$ cat src/rtl/lsu_if.sv
// Core-side request/response channel of the load/store unit.
// The core drives the request through the master modport; the LSU answers
// through the slave modport.
interface lsu_if;
  logic        req_valid;
  logic        req_ready;
  logic        req_we;
  logic [2:0]  req_funct3;
  logic [31:0] req_addr;
  logic [31:0] req_wdata;
  logic        resp_valid;
  logic [31:0] resp_rdata;
  logic        resp_err;

  modport master (
    output req_valid,
    output req_we,
    output req_funct3,
    output req_addr,
    output req_wdata,
    input  req_ready,
    input  resp_valid,
    input  resp_rdata,
    input  resp_err
  );

  modport slave (
    input  req_valid,
    input  req_we,
    input  req_funct3,
    input  req_addr,
    input  req_wdata,
    output req_ready,
    output resp_valid,
    output resp_rdata,
    output resp_err
  );
endinterface

$ cat src/rtl/lsu.sv
// Load/store unit: initiator of the single-port data memory.
// Turns byte-addressed RISC-V loads/stores into word memory cycles. The memory
// has a 1-cycle registered read and no byte enables, so sb/sh go through a
// read-modify-write sequence (ISSUE -> MERGE -> WRITE).
// Optional feature: define LSU_ALIGN_CHECK_EN to reject misaligned half/word
// accesses; when undefined, the low address bits below the access size are
// simply ignored.
module lsu #(
  parameter int MEM_WORDS_LOG2 = 12
) (
  input  logic        clk,
  input  logic        rst,
  lsu_if.slave        bus,
  output logic        mem_write_en,
  output logic [31:0] mem_addr,
  output logic [31:0] mem_write_data,
  input  logic [31:0] mem_read_data
);

  typedef enum logic [2:0] {
    IDLE    = 3'd0,
    ISSUE   = 3'd1,
    CAPTURE = 3'd2,
    MERGE   = 3'd3,
    WRITE   = 3'd4,
    RESP    = 3'd5
  } state_t;

  // Request legality: bad funct3, out-of-range address, optional misalignment.
  function automatic logic req_error(input logic we, input logic [2:0] f3,
                                     input logic [31:0] addr);
    logic illegal;
    logic out_of_range;
    logic misaligned;
    illegal      = (f3 == 3'b011) || (f3 == 3'b110) || (f3 == 3'b111) ||
                   (we && f3[2]);
    out_of_range = (addr >> (MEM_WORDS_LOG2 + 2)) != 32'd0;
`ifdef LSU_ALIGN_CHECK_EN
    misaligned   = ((f3[1:0] == 2'b01) && addr[0]) ||
                   ((f3[1:0] == 2'b10) && (addr[1:0] != 2'b00));
`else
    misaligned   = 1'b0;
`endif
    return illegal || out_of_range || misaligned;
  endfunction

  // Little-endian lane extraction with sign/zero extension.
  function automatic logic [31:0] load_extract(input logic [2:0] f3,
                                               input logic [1:0] lane,
                                               input logic [31:0] word);
    logic [7:0]  b;
    logic [15:0] h;
    logic [31:0] r;
    case (lane)
      2'd0:    b = word[7:0];
      2'd1:    b = word[15:8];
      2'd2:    b = word[23:16];
      default: b = word[31:24];
    endcase
    if (lane[1]) begin
      h = word[31:16];
    end else begin
      h = word[15:0];
    end
    case (f3)
      3'b000:  r = {{24{b[7]}}, b};
      3'b100:  r = {24'h000000, b};
      3'b001:  r = {{16{h[15]}}, h};
      3'b101:  r = {16'h0000, h};
      3'b010:  r = word;
      default: r = 32'h0000_0000;
    endcase
    return r;
  endfunction

  // Replace the addressed byte/half of the old word, keep the other lanes.
  function automatic logic [31:0] store_merge(input logic [2:0] f3,
                                              input logic [1:0] lane,
                                              input logic [15:0] wd,
                                              input logic [31:0] word);
    logic [31:0] r;
    r = word;
    case (f3)
      3'b000: begin
        case (lane)
          2'd0:    r[7:0]   = wd[7:0];
          2'd1:    r[15:8]  = wd[7:0];
          2'd2:    r[23:16] = wd[7:0];
          default: r[31:24] = wd[7:0];
        endcase
      end
      3'b001: begin
        if (lane[1]) begin
          r[31:16] = wd;
        end else begin
          r[15:0] = wd;
        end
      end
      default: r = word;
    endcase
    return r;
  endfunction

  state_t      state_r, state_n;
  logic        we_r, we_n;
  logic [2:0]  funct3_r, funct3_n;
  logic [1:0]  lane_r, lane_n;
  logic [15:0] wdata_r, wdata_n;
  logic        mem_write_en_r, mem_write_en_n;
  logic [31:0] mem_addr_r, mem_addr_n;
  logic [31:0] mem_write_data_r, mem_write_data_n;
  logic        resp_valid_r, resp_valid_n;
  logic [31:0] resp_rdata_r, resp_rdata_n;
  logic        resp_err_r, resp_err_n;

  logic        ready_s;
  logic        accept_s;
  logic        err_s;

  // RESP is the cycle in which IDLE is re-entered, so it accepts like IDLE.
  assign ready_s  = ((state_r == IDLE) || (state_r == RESP)) && !rst;
  assign accept_s = bus.req_valid && ready_s;
  assign err_s    = req_error(bus.req_we, bus.req_funct3, bus.req_addr);

  // Next-state and next-output logic for the memory access sequence.
  always_comb begin
    state_n          = state_r;
    we_n             = we_r;
    funct3_n         = funct3_r;
    lane_n           = lane_r;
    wdata_n          = wdata_r;
    mem_write_en_n   = 1'b0;
    mem_addr_n       = mem_addr_r;
    mem_write_data_n = mem_write_data_r;
    resp_valid_n     = 1'b0;
    resp_rdata_n     = 32'h0000_0000;
    resp_err_n       = 1'b0;

    case (state_r)
      IDLE, RESP: begin
        state_n = IDLE;
        if (accept_s) begin
          we_n     = bus.req_we;
          funct3_n = bus.req_funct3;
          lane_n   = bus.req_addr[1:0];
          wdata_n  = bus.req_wdata[15:0];
          if (err_s) begin
            // Rejected: answer next cycle, memory signals untouched.
            state_n      = RESP;
            resp_valid_n = 1'b1;
            resp_err_n   = 1'b1;
          end else if (bus.req_we && (bus.req_funct3 == 3'b010)) begin
            // Full word store needs no read.
            state_n          = WRITE;
            mem_write_en_n   = 1'b1;
            mem_addr_n       = {2'b00, bus.req_addr[31:2]};
            mem_write_data_n = bus.req_wdata;
          end else begin
            state_n    = ISSUE;
            mem_addr_n = {2'b00, bus.req_addr[31:2]};
          end
        end else begin
          state_n = IDLE;
        end
      end
      ISSUE: begin
        if (we_r) begin
          state_n = MERGE;
        end else begin
          state_n = CAPTURE;
        end
      end
      CAPTURE: begin
        state_n      = RESP;
        resp_valid_n = 1'b1;
        resp_rdata_n = load_extract(funct3_r, lane_r, mem_read_data);
      end
      MERGE: begin
        state_n          = WRITE;
        mem_write_en_n   = 1'b1;
        mem_write_data_n = store_merge(funct3_r, lane_r, wdata_r, mem_read_data);
      end
      WRITE: begin
        state_n      = RESP;
        resp_valid_n = 1'b1;
      end
      default: begin
        state_n = IDLE;
      end
    endcase
  end

  // State, captured request fields and registered outputs.
  always_ff @(posedge clk) begin
    if (rst) begin
      state_r          <= IDLE;
      we_r             <= 1'b0;
      funct3_r         <= 3'b000;
      lane_r           <= 2'b00;
      wdata_r          <= 16'h0000;
      mem_write_en_r   <= 1'b0;
      mem_addr_r       <= 32'h0000_0000;
      mem_write_data_r <= 32'h0000_0000;
      resp_valid_r     <= 1'b0;
      resp_rdata_r     <= 32'h0000_0000;
      resp_err_r       <= 1'b0;
    end else begin
      state_r          <= state_n;
      we_r             <= we_n;
      funct3_r         <= funct3_n;
      lane_r           <= lane_n;
      wdata_r          <= wdata_n;
      mem_write_en_r   <= mem_write_en_n;
      mem_addr_r       <= mem_addr_n;
      mem_write_data_r <= mem_write_data_n;
      resp_valid_r     <= resp_valid_n;
      resp_rdata_r     <= resp_rdata_n;
      resp_err_r       <= resp_err_n;
    end
  end

  assign bus.req_ready   = ready_s;
  assign bus.resp_valid  = resp_valid_r;
  assign bus.resp_rdata  = resp_rdata_r;
  assign bus.resp_err    = resp_err_r;
  assign mem_write_en    = mem_write_en_r;
  assign mem_addr        = mem_addr_r;
  assign mem_write_data  = mem_write_data_r;

endmodule

$ cat src/flat_wrapper.sv
// flat-port wrapper written by rule: the top's interface ports become plain ports
module lsu_flat 
#(
  parameter int MEM_WORDS_LOG2 = 12
)
  (clk, rst, mem_write_en, mem_addr, mem_write_data, mem_read_data, bus_req_valid, bus_req_we, bus_req_funct3, bus_req_addr, bus_req_wdata, bus_req_ready, bus_resp_valid, bus_resp_rdata, bus_resp_err);
  lsu_if bus_i ();
  input  logic clk;
  input  logic rst;
  output logic mem_write_en;
  output logic [31:0] mem_addr;
  output logic [31:0] mem_write_data;
  input  logic [31:0] mem_read_data;
  input wire logic [$bits(bus_i.req_valid)-1:0] bus_req_valid;
  input wire logic [$bits(bus_i.req_we)-1:0] bus_req_we;
  input wire logic [$bits(bus_i.req_funct3)-1:0] bus_req_funct3;
  input wire logic [$bits(bus_i.req_addr)-1:0] bus_req_addr;
  input wire logic [$bits(bus_i.req_wdata)-1:0] bus_req_wdata;
  output wire logic [$bits(bus_i.req_ready)-1:0] bus_req_ready;
  output wire logic [$bits(bus_i.resp_valid)-1:0] bus_resp_valid;
  output wire logic [$bits(bus_i.resp_rdata)-1:0] bus_resp_rdata;
  output wire logic [$bits(bus_i.resp_err)-1:0] bus_resp_err;
  assign bus_i.req_valid = bus_req_valid;
  assign bus_i.req_we = bus_req_we;
  assign bus_i.req_funct3 = bus_req_funct3;
  assign bus_i.req_addr = bus_req_addr;
  assign bus_i.req_wdata = bus_req_wdata;
  assign bus_req_ready = bus_i.req_ready;
  assign bus_resp_valid = bus_i.resp_valid;
  assign bus_resp_rdata = bus_i.resp_rdata;
  assign bus_resp_err = bus_i.resp_err;
  lsu #(.MEM_WORDS_LOG2(MEM_WORDS_LOG2)) u_core (.clk(clk), .rst(rst), .bus(bus_i), .mem_write_en(mem_write_en), .mem_addr(mem_addr), .mem_write_data(mem_write_data), .mem_read_data(mem_read_data));
endmodule
$ cat config.mk
export PLATFORM = sky130hd
export DESIGN_NAME = lsu_flat
export DESIGN_NICKNAME = d
export VERILOG_FILES = /design/src/rtl/lsu_if.sv /design/src/rtl/lsu.sv /design/src/flat_wrapper.sv
export SDC_FILE = /design/constraint.sdc
export NUM_CORES = 1
export LEC_CHECK = 0
export ABC_AREA = 1
export BUFFER_PORTS_ARGS = -buffer_cell sky130_fd_sc_hd__buf_2
export CORE_ASPECT_RATIO = 1.25
export CORE_MARGIN = 2
export CORE_UTILIZATION = 40
export DETAILED_ROUTE_END_ITERATION = 10
export PLACE_DENSITY_LB_ADDON = 0.1
export SYNTH_ARGS = -nofsm -noshare
export SYNTH_HDL_FRONTEND = slang
export SYNTH_SLANG_ARGS = --single-unit
$ cat constraint.sdc
create_clock -name clk -period 2.8 [get_ports clk]
set_input_delay 0.56 -clock clk [delete_from_list [all_inputs] [get_ports clk]]
set_output_delay 0.56 -clock clk [all_outputs]
set_load 0.005 [all_outputs]
== After elaboration in Yosys (flattened, before gate mapping) ==
Cells that the tools add are included.
Operators by class
  equal/unequal tests: 18
  reduce and logical (&&, ||, !) cells: 23
  multiplexer cells: 26
  bitwise operators: 3
Operator list (number)
  $pmux 32 s5: 1
  $pmux 32 s2: 2
  $mux 32: 3
  $mux 16: 3
  $mux 8: 4
  $reduce_bool 32->1: 1
  $pmux 8 s3: 1
  $eq 3x3->1 const B: 6
  $eq 3x2->1 const B: 5
  $pmux 3 s4: 1
  $mux 3: 3
  $reduce_or 2->1: 4
  $eq 3x1->1 const B: 2
  $logic_not 3->1: 2
  $mux 1: 6
  $logic_or 1x1->1: 5
  $logic_and 1x1->1: 4
  $ne 2x1->1 const B: 2
  $pmux 1 s2: 2
  $reduce_and 4->1: 1
  $not 1->1: 3
  $reduce_and 3->1: 1
  $reduce_or 3->1: 1
  $eq 2x1->1 const B: 1
  6 further kinds: 6
Word-level totals
  output and inout bits: 100
  bits of input ports: 103
  word-level logic and storage cells: 81
  bits in registers: 122

== Logic depth before layout (Yosys ltp) ==
  depth in word-level cells: 8
  gate-level depth with buffers: 11
  gate-level depth less buffers: 10

== Worst setup path after synthesis ==
No wires, ideal clock.
  path kind: input-to-reg
  start point: input port bus_req_addr[23]
  end point: register u_core.mem_write_data_r[11] (netlist: u_core.mem_write_data[11])
  data arrival time: 1.581 ns
  setup time: 0.113 ns
  setup slack: 1.107 ns
  required time: 2.687 ns
  stages: 9
  buffers on the path: 1
  cells stage by stage: nor2_1 -> nand2_1 -> nor2_1 -> nand3_4 -> nor2_8 -> nor2_8 -> buf_2 -> nor2_1 -> nor2_1
On the way
  cells in the longest elaborated chain, start to end: 4
Ends and longest elaborated chain
  from (decl): RTL line flat_wrapper.sv:17  | input wire logic [$bits(bus_i.req_addr)-1:0] bus_req_addr;
  $reduce_bool 32->1: RTL line lsu.sv:37  | out_of_range = (addr >> (MEM_WORDS_LOG2 + 2)) != 32'd0;
  $logic_or 1x1->1: RTL line lsu.sv:44  | return illegal || out_of_range || misaligned;
  $ne 2x2->1 (no line)
  $reduce_and 4->1 (no line)
  to (signal assigned): RTL line lsu.sv:215  | mem_write_data_r <= mem_write_data_n;
  to (decl): RTL line lsu.sv:111  | logic [31:0] mem_write_data_r, mem_write_data_n;
No other way between the ends.
A chain may end at the register's enable or synchronous reset.

== Worst setup path in the final report ==
  start point: register u_core.funct3_r[0]
  end point: register u_core.mem_write_data_r[16] (netlist: u_core.mem_write_data[16])
On the way
  cells in the longest elaborated chain, start to end: 3
  elaborated cells on any way between the ends: 4
  classes of those cells: 1 x eq/ne; 2 x mux; 1 x reduce/logical
Ends and longest elaborated chain
  from (decl): RTL line lsu.sv:106  | logic [2:0] funct3_r, funct3_n;
  from (signal assigned): RTL line lsu.sv:210  | funct3_r <= funct3_n;
  $eq 3x1->1 or $logic_not 3->1 (tied branches): RTL line lsu.sv:83  | case (f3)
  $pmux 32 s2 (*): RTL line lsu.sv:83
  $pmux 32 s2 (*): RTL line lsu.sv:139  | case (state_r)
Mark *: on every way between the ends. The rest lies on a longest branch, timed or not.

==> results list <==
- Post-synthesis instance area: 6192 um2
* Largest fanout on the critical path: 14
- In this run the tool buffered the top-level ports with 200 buffer cells.
* Initial core utilization: 41.07%
- Clock tree synthesis selected as its root buffer the cell clkbuf_16.
- Avg Vias per Cell: 4.903
- Share of the clock period used by the worst path: 74.43%
* Setup Crit Path Kind: register to register
- Antenna violations before repair: 1
- Setup Total Neg Slack: 0 ns
- In the detailed route, the total length drawn on met3 is 1693 um.
- Top area cells in the synthesized netlist: dfxtp_1 39%, nand2_1 15%, nor2_1 10%
* Post-route minimum period: 2.084 ns
* Path category of the worst min-delay check: input pin to register
- Inserted Clock Buffers: 17
* Share of post-route cells with drive strength above 1: 24.34%
- For this run, the detailed router's first-pass iteration total came to 5.
- Overall track demand over capacity in global routing: 24.60%
- Y dimension of the die: 143.1 um
* Post-placement cell area: 7241 um2
- Yosys mapped the design onto 33 distinct sky130hd cell types.
- Leading area contributor after synthesis: dfxtp_1
* Width of the chip: 115.3 um
- Global placement routability congestion: 0.8861
- By instance count, the cell type seen most on the critical path is nand2_1.
* Die outline area: 16500 um2
* Post-synthesis instance total: 953
- After synthesis, the largest area contributor takes up 39.44% of total cell area.
- Remaining Overflow, GRT: 0
- # resized after CTS: 0
* Routed wire length: 20000 um
* Register-to-Register Setup Slack: 0.72 ns
- Detailed placement finished with a half-perimeter wire length of 14840 um.
- For the pin with the worst max-slew slack, the measured transition is 0.6925 ns.
- The Yosys step of the flow raised 0 warnings.
* Unrepaired setup endpoints after global routing: no
- The repair_antennas step left the layout with diodes totalling 0.
- Stages on worst setup path: 9
* Slew headroom: 53.66%
* Critical Path End Type: register
- Number of max-slew violations in the final report: 0
- The tree built by TritonCTS fans out to 122 sinks.
* Clock latency at the later pin of the worst-skew pair: 0.42 ns
- Routed signal wires occupy layers up through met5.
- Row generation in the floorplan step produced 50 rows.
- Slowest stage cell, crit path: dfxtp_1
- Syn-to-layout area delta: 26.85%
- Entering global routing, the biggest net connects 47 pins.
* LEAKAGE: 0.004082 uW
- R2r startpoint: u_core.funct3_r[0]$_SDFFE_PP0P_
* Critical register-to-register path endpoint: u_core.mem_write_data[16]$_SDFFE_PP0P_
- In the detailed route, the total length drawn on met2 is 9280 um.
* Final number of setup-violating endpoints: 0
- Once layout is done, the placed cells without fillers occupy 7855 um2.
- The count of nets left with antenna violations once routing finished came out at 0.
- After floorplanning, the core was sized to cover 15080 um2.
* Number of synthesized register bits: 122
- Violation count after the first detailed-route iteration: 424
- In this run the worst setup path terminates at u_core.mem_write_data[16]$_SDFFE_PP0P_.
* Clk pin slew, worst setup/hold paths: 0.06 ns
* Maximum achievable frequency: 0.4799 GHz
* Post-CTS Hold Fix Bufs: 0
- CP startpoint kind: register
* Dominant delay contributor by cell family on the critical path: simple AND/OR/NAND/NOR gates
- Placed Instances: 1318
- Result of the run: finished clean
- The routed layout has 6619 vias.
* Cells along the critical path: inv_1 -> nand2_1 -> nand3_2 -> nand2_1 -> nand2_1 -> o22ai_1 -> nand2_1 -> nand2_1 -> nor2_1
* Number of buffers on the longest clock path: 2
- In this design, the stage delay of the slowest critical-path cell is 0.51 ns.
- VDD IR-drop max: 0.3921 mV
* Pwr per Cell Area: 660.7 nW/um2
* WP data arrival: 2.40 ns
* Number of buffers added for setup after CTS: 0
* Worst path bufs/invs: 1
* Drt wl/cell: 14.82 um
- Data required time at the worst endpoint: 3.12 ns
- Max-cap violations: 0
- In the routed design, unresolved DRC markers number 0.
- Hold Vio Cnt, Final: 0
- 203 I/O pins were placed.
- Fin Clk Skew: 0.005021 ns
- The most critical setup path has its startpoint at u_core.funct3_r[0]$_SDFFE_PP0P_.
* Length of routed wiring on met1: 8476 um
- After synthesis, the mean cell area works out to 6.498 um2.
- For this run, the post-layout net count is 1232.
- The clock tree synthesis step divided the H-tree into 4 levels.
- The number of global-route vias before repair came to 6125.
- Sequential share of the synthesized area: 39.44%
* Number of cells in the finished layout apart from fillers: 1350
- Clock tree from TritonCTS: yes
* Global-route wire length before repair: 31650 um
* Number of cell instances on the worst register-to-register path: 9
-- logic make-up after synthesis --
family / after synthesis / share of synthesized area (%)
other cells: 1 / 0.06056
simple gates: 516 / 35.44
flops: 122 / 39.44
compound gates: 159 / 14.10
buf+inv: 155 / 10.95
-- where the power goes --
group          internal [uW]  total, uW  switching [uW]
Clock                   1470       2260             796
Combinational            338       1030             695
Sequential              1830       1890            65.3
-- worst min-delay path: cells and delay by family --
kind	cells	cell delay (ns)
buffers and inverters	1	0.08
and+or+nand+nor	2	0.11
-- layer usage --
| layer | vias to the layer above | track usage [%] |
|---|---|---|
| met5 | - | 0 |
| met3 | 37 | 8.531 |
| met4 | 2 | 9.639 |
| li1 | 3379 | - |
| met2 | 259 | 39.26 |
| met1 | 2942 | 30.33 |
-- final cells by class --
type	count	area, um2
multi-input cells	677	3075
inverters	99	371.6
clock inverters	11	143.9
well taps	208	260.3
clock buffers	21	470.5
fillers	1648	7222
flip-flops and latches	122	2442
repair buffers	212	1091
-- cell usage after synthesis --
library cell and instances:
a21boi_0 1, a21oi_1 65, a21oi_2 2, a22oi_1 5, a31oi_1 27, buf_1 1, buf_2 26, buf_4 11
buf_6 3, clkbuf_1 15, clkinv_1 2, conb_1 1, dfxtp_1 122, inv_1 88, inv_2 9, nand2_1 248
nand2_2 8, nand2_4 1, nand3_1 50, nand3_2 2, nand3_4 2, nand4_1 22, nor2_1 171, nor2_2 3
nor2_4 3, nor2_8 2, nor3_1 3, nor3_2 1, o211ai_1 1, o21a_1 1, o21ai_0 52, o21ai_4 1
o22ai_1 4
-- stage by stage --
| stage | worst slack, ns | power (uW) | utilization [%] | hold slack, ns |
|---|---|---|---|---|
| final | 0.7161 | 5189 | 52.10 | 0.3607 |
| after global routing | 0.5804 | 5456 | 52.10 | 0.3584 |
| after CTS | 0.7955 | 5220 | 52.10 | 0.3430 |
| after detailed placement | 0.5656 | 2948 | 48.02 | 0.4433 |
| after global placement | 0.5929 | 2952 | 48.02 | 0.4410 |
| after floorplan | 1.107 | 2621 | - | 0.4436 |
-- state kept, by name (all words and copies together) (netlist names) --
name                   count
u_core.funct3_r            3
u_core.wdata_r            16
u_core.mem_addr           30
u_core.we_r                1
u_core.state_r             3
u_core.mem_write_en        1
u_core.bus.resp_err        1
u_core.mem_write_data     32
u_core.bus.resp_rdata     32
u_core.bus.resp_valid      1
u_core.lane_r              2
-- how the worst min path moves through the flow --
| stage | from | end | slack (ns) | cells past startpoint |
|---|---|---|---|---|
| 2_1_floorplan | u_core.wdata_r[8]$_SDFFE_PP0P_ | u_core.wdata_r[8]$_SDFFE_PP0P_ | 0.44 | 2 |
| 4_1_cts | bus_req_addr[3] | u_core.mem_addr[1]$_SDFFE_PP0P_ | 0.34 | 3 |
| 5_1_grt | bus_req_addr[8] | u_core.mem_addr[6]$_SDFFE_PP0P_ | 0.36 | 3 |
| 6_report | bus_req_addr[10] | u_core.mem_addr[8]$_SDFFE_PP0P_ | 0.36 | 3 |
| 3_5_place_dp | u_core.mem_addr[23]$_SDFFE_PP0P_ | u_core.mem_addr[23]$_SDFFE_PP0P_ | 0.44 | 2 |
| 3_3_place_gp | u_core.mem_addr[16]$_SDFFE_PP0P_ | u_core.mem_addr[16]$_SDFFE_PP0P_ | 0.44 | 2 |
-- layout by cell type (no fill, tap or decap), types with 5 or more instances in the layout --
master	netlist	routed
inv_2	9	10
o21ai_0	52	52
inv_1	88	88
buf_2	26	200
nand2_2	8	8
nand3_1	50	50
a22oi_1	5	5
a21oi_1	65	65
nor2_1	171	171
clkbuf_16	0	17
nand4_1	22	22
dfxtp_1	122	122
a31oi_1	27	27
buf_4	11	12
nand2_1	248	248
(Power assumes the default switching activity.)
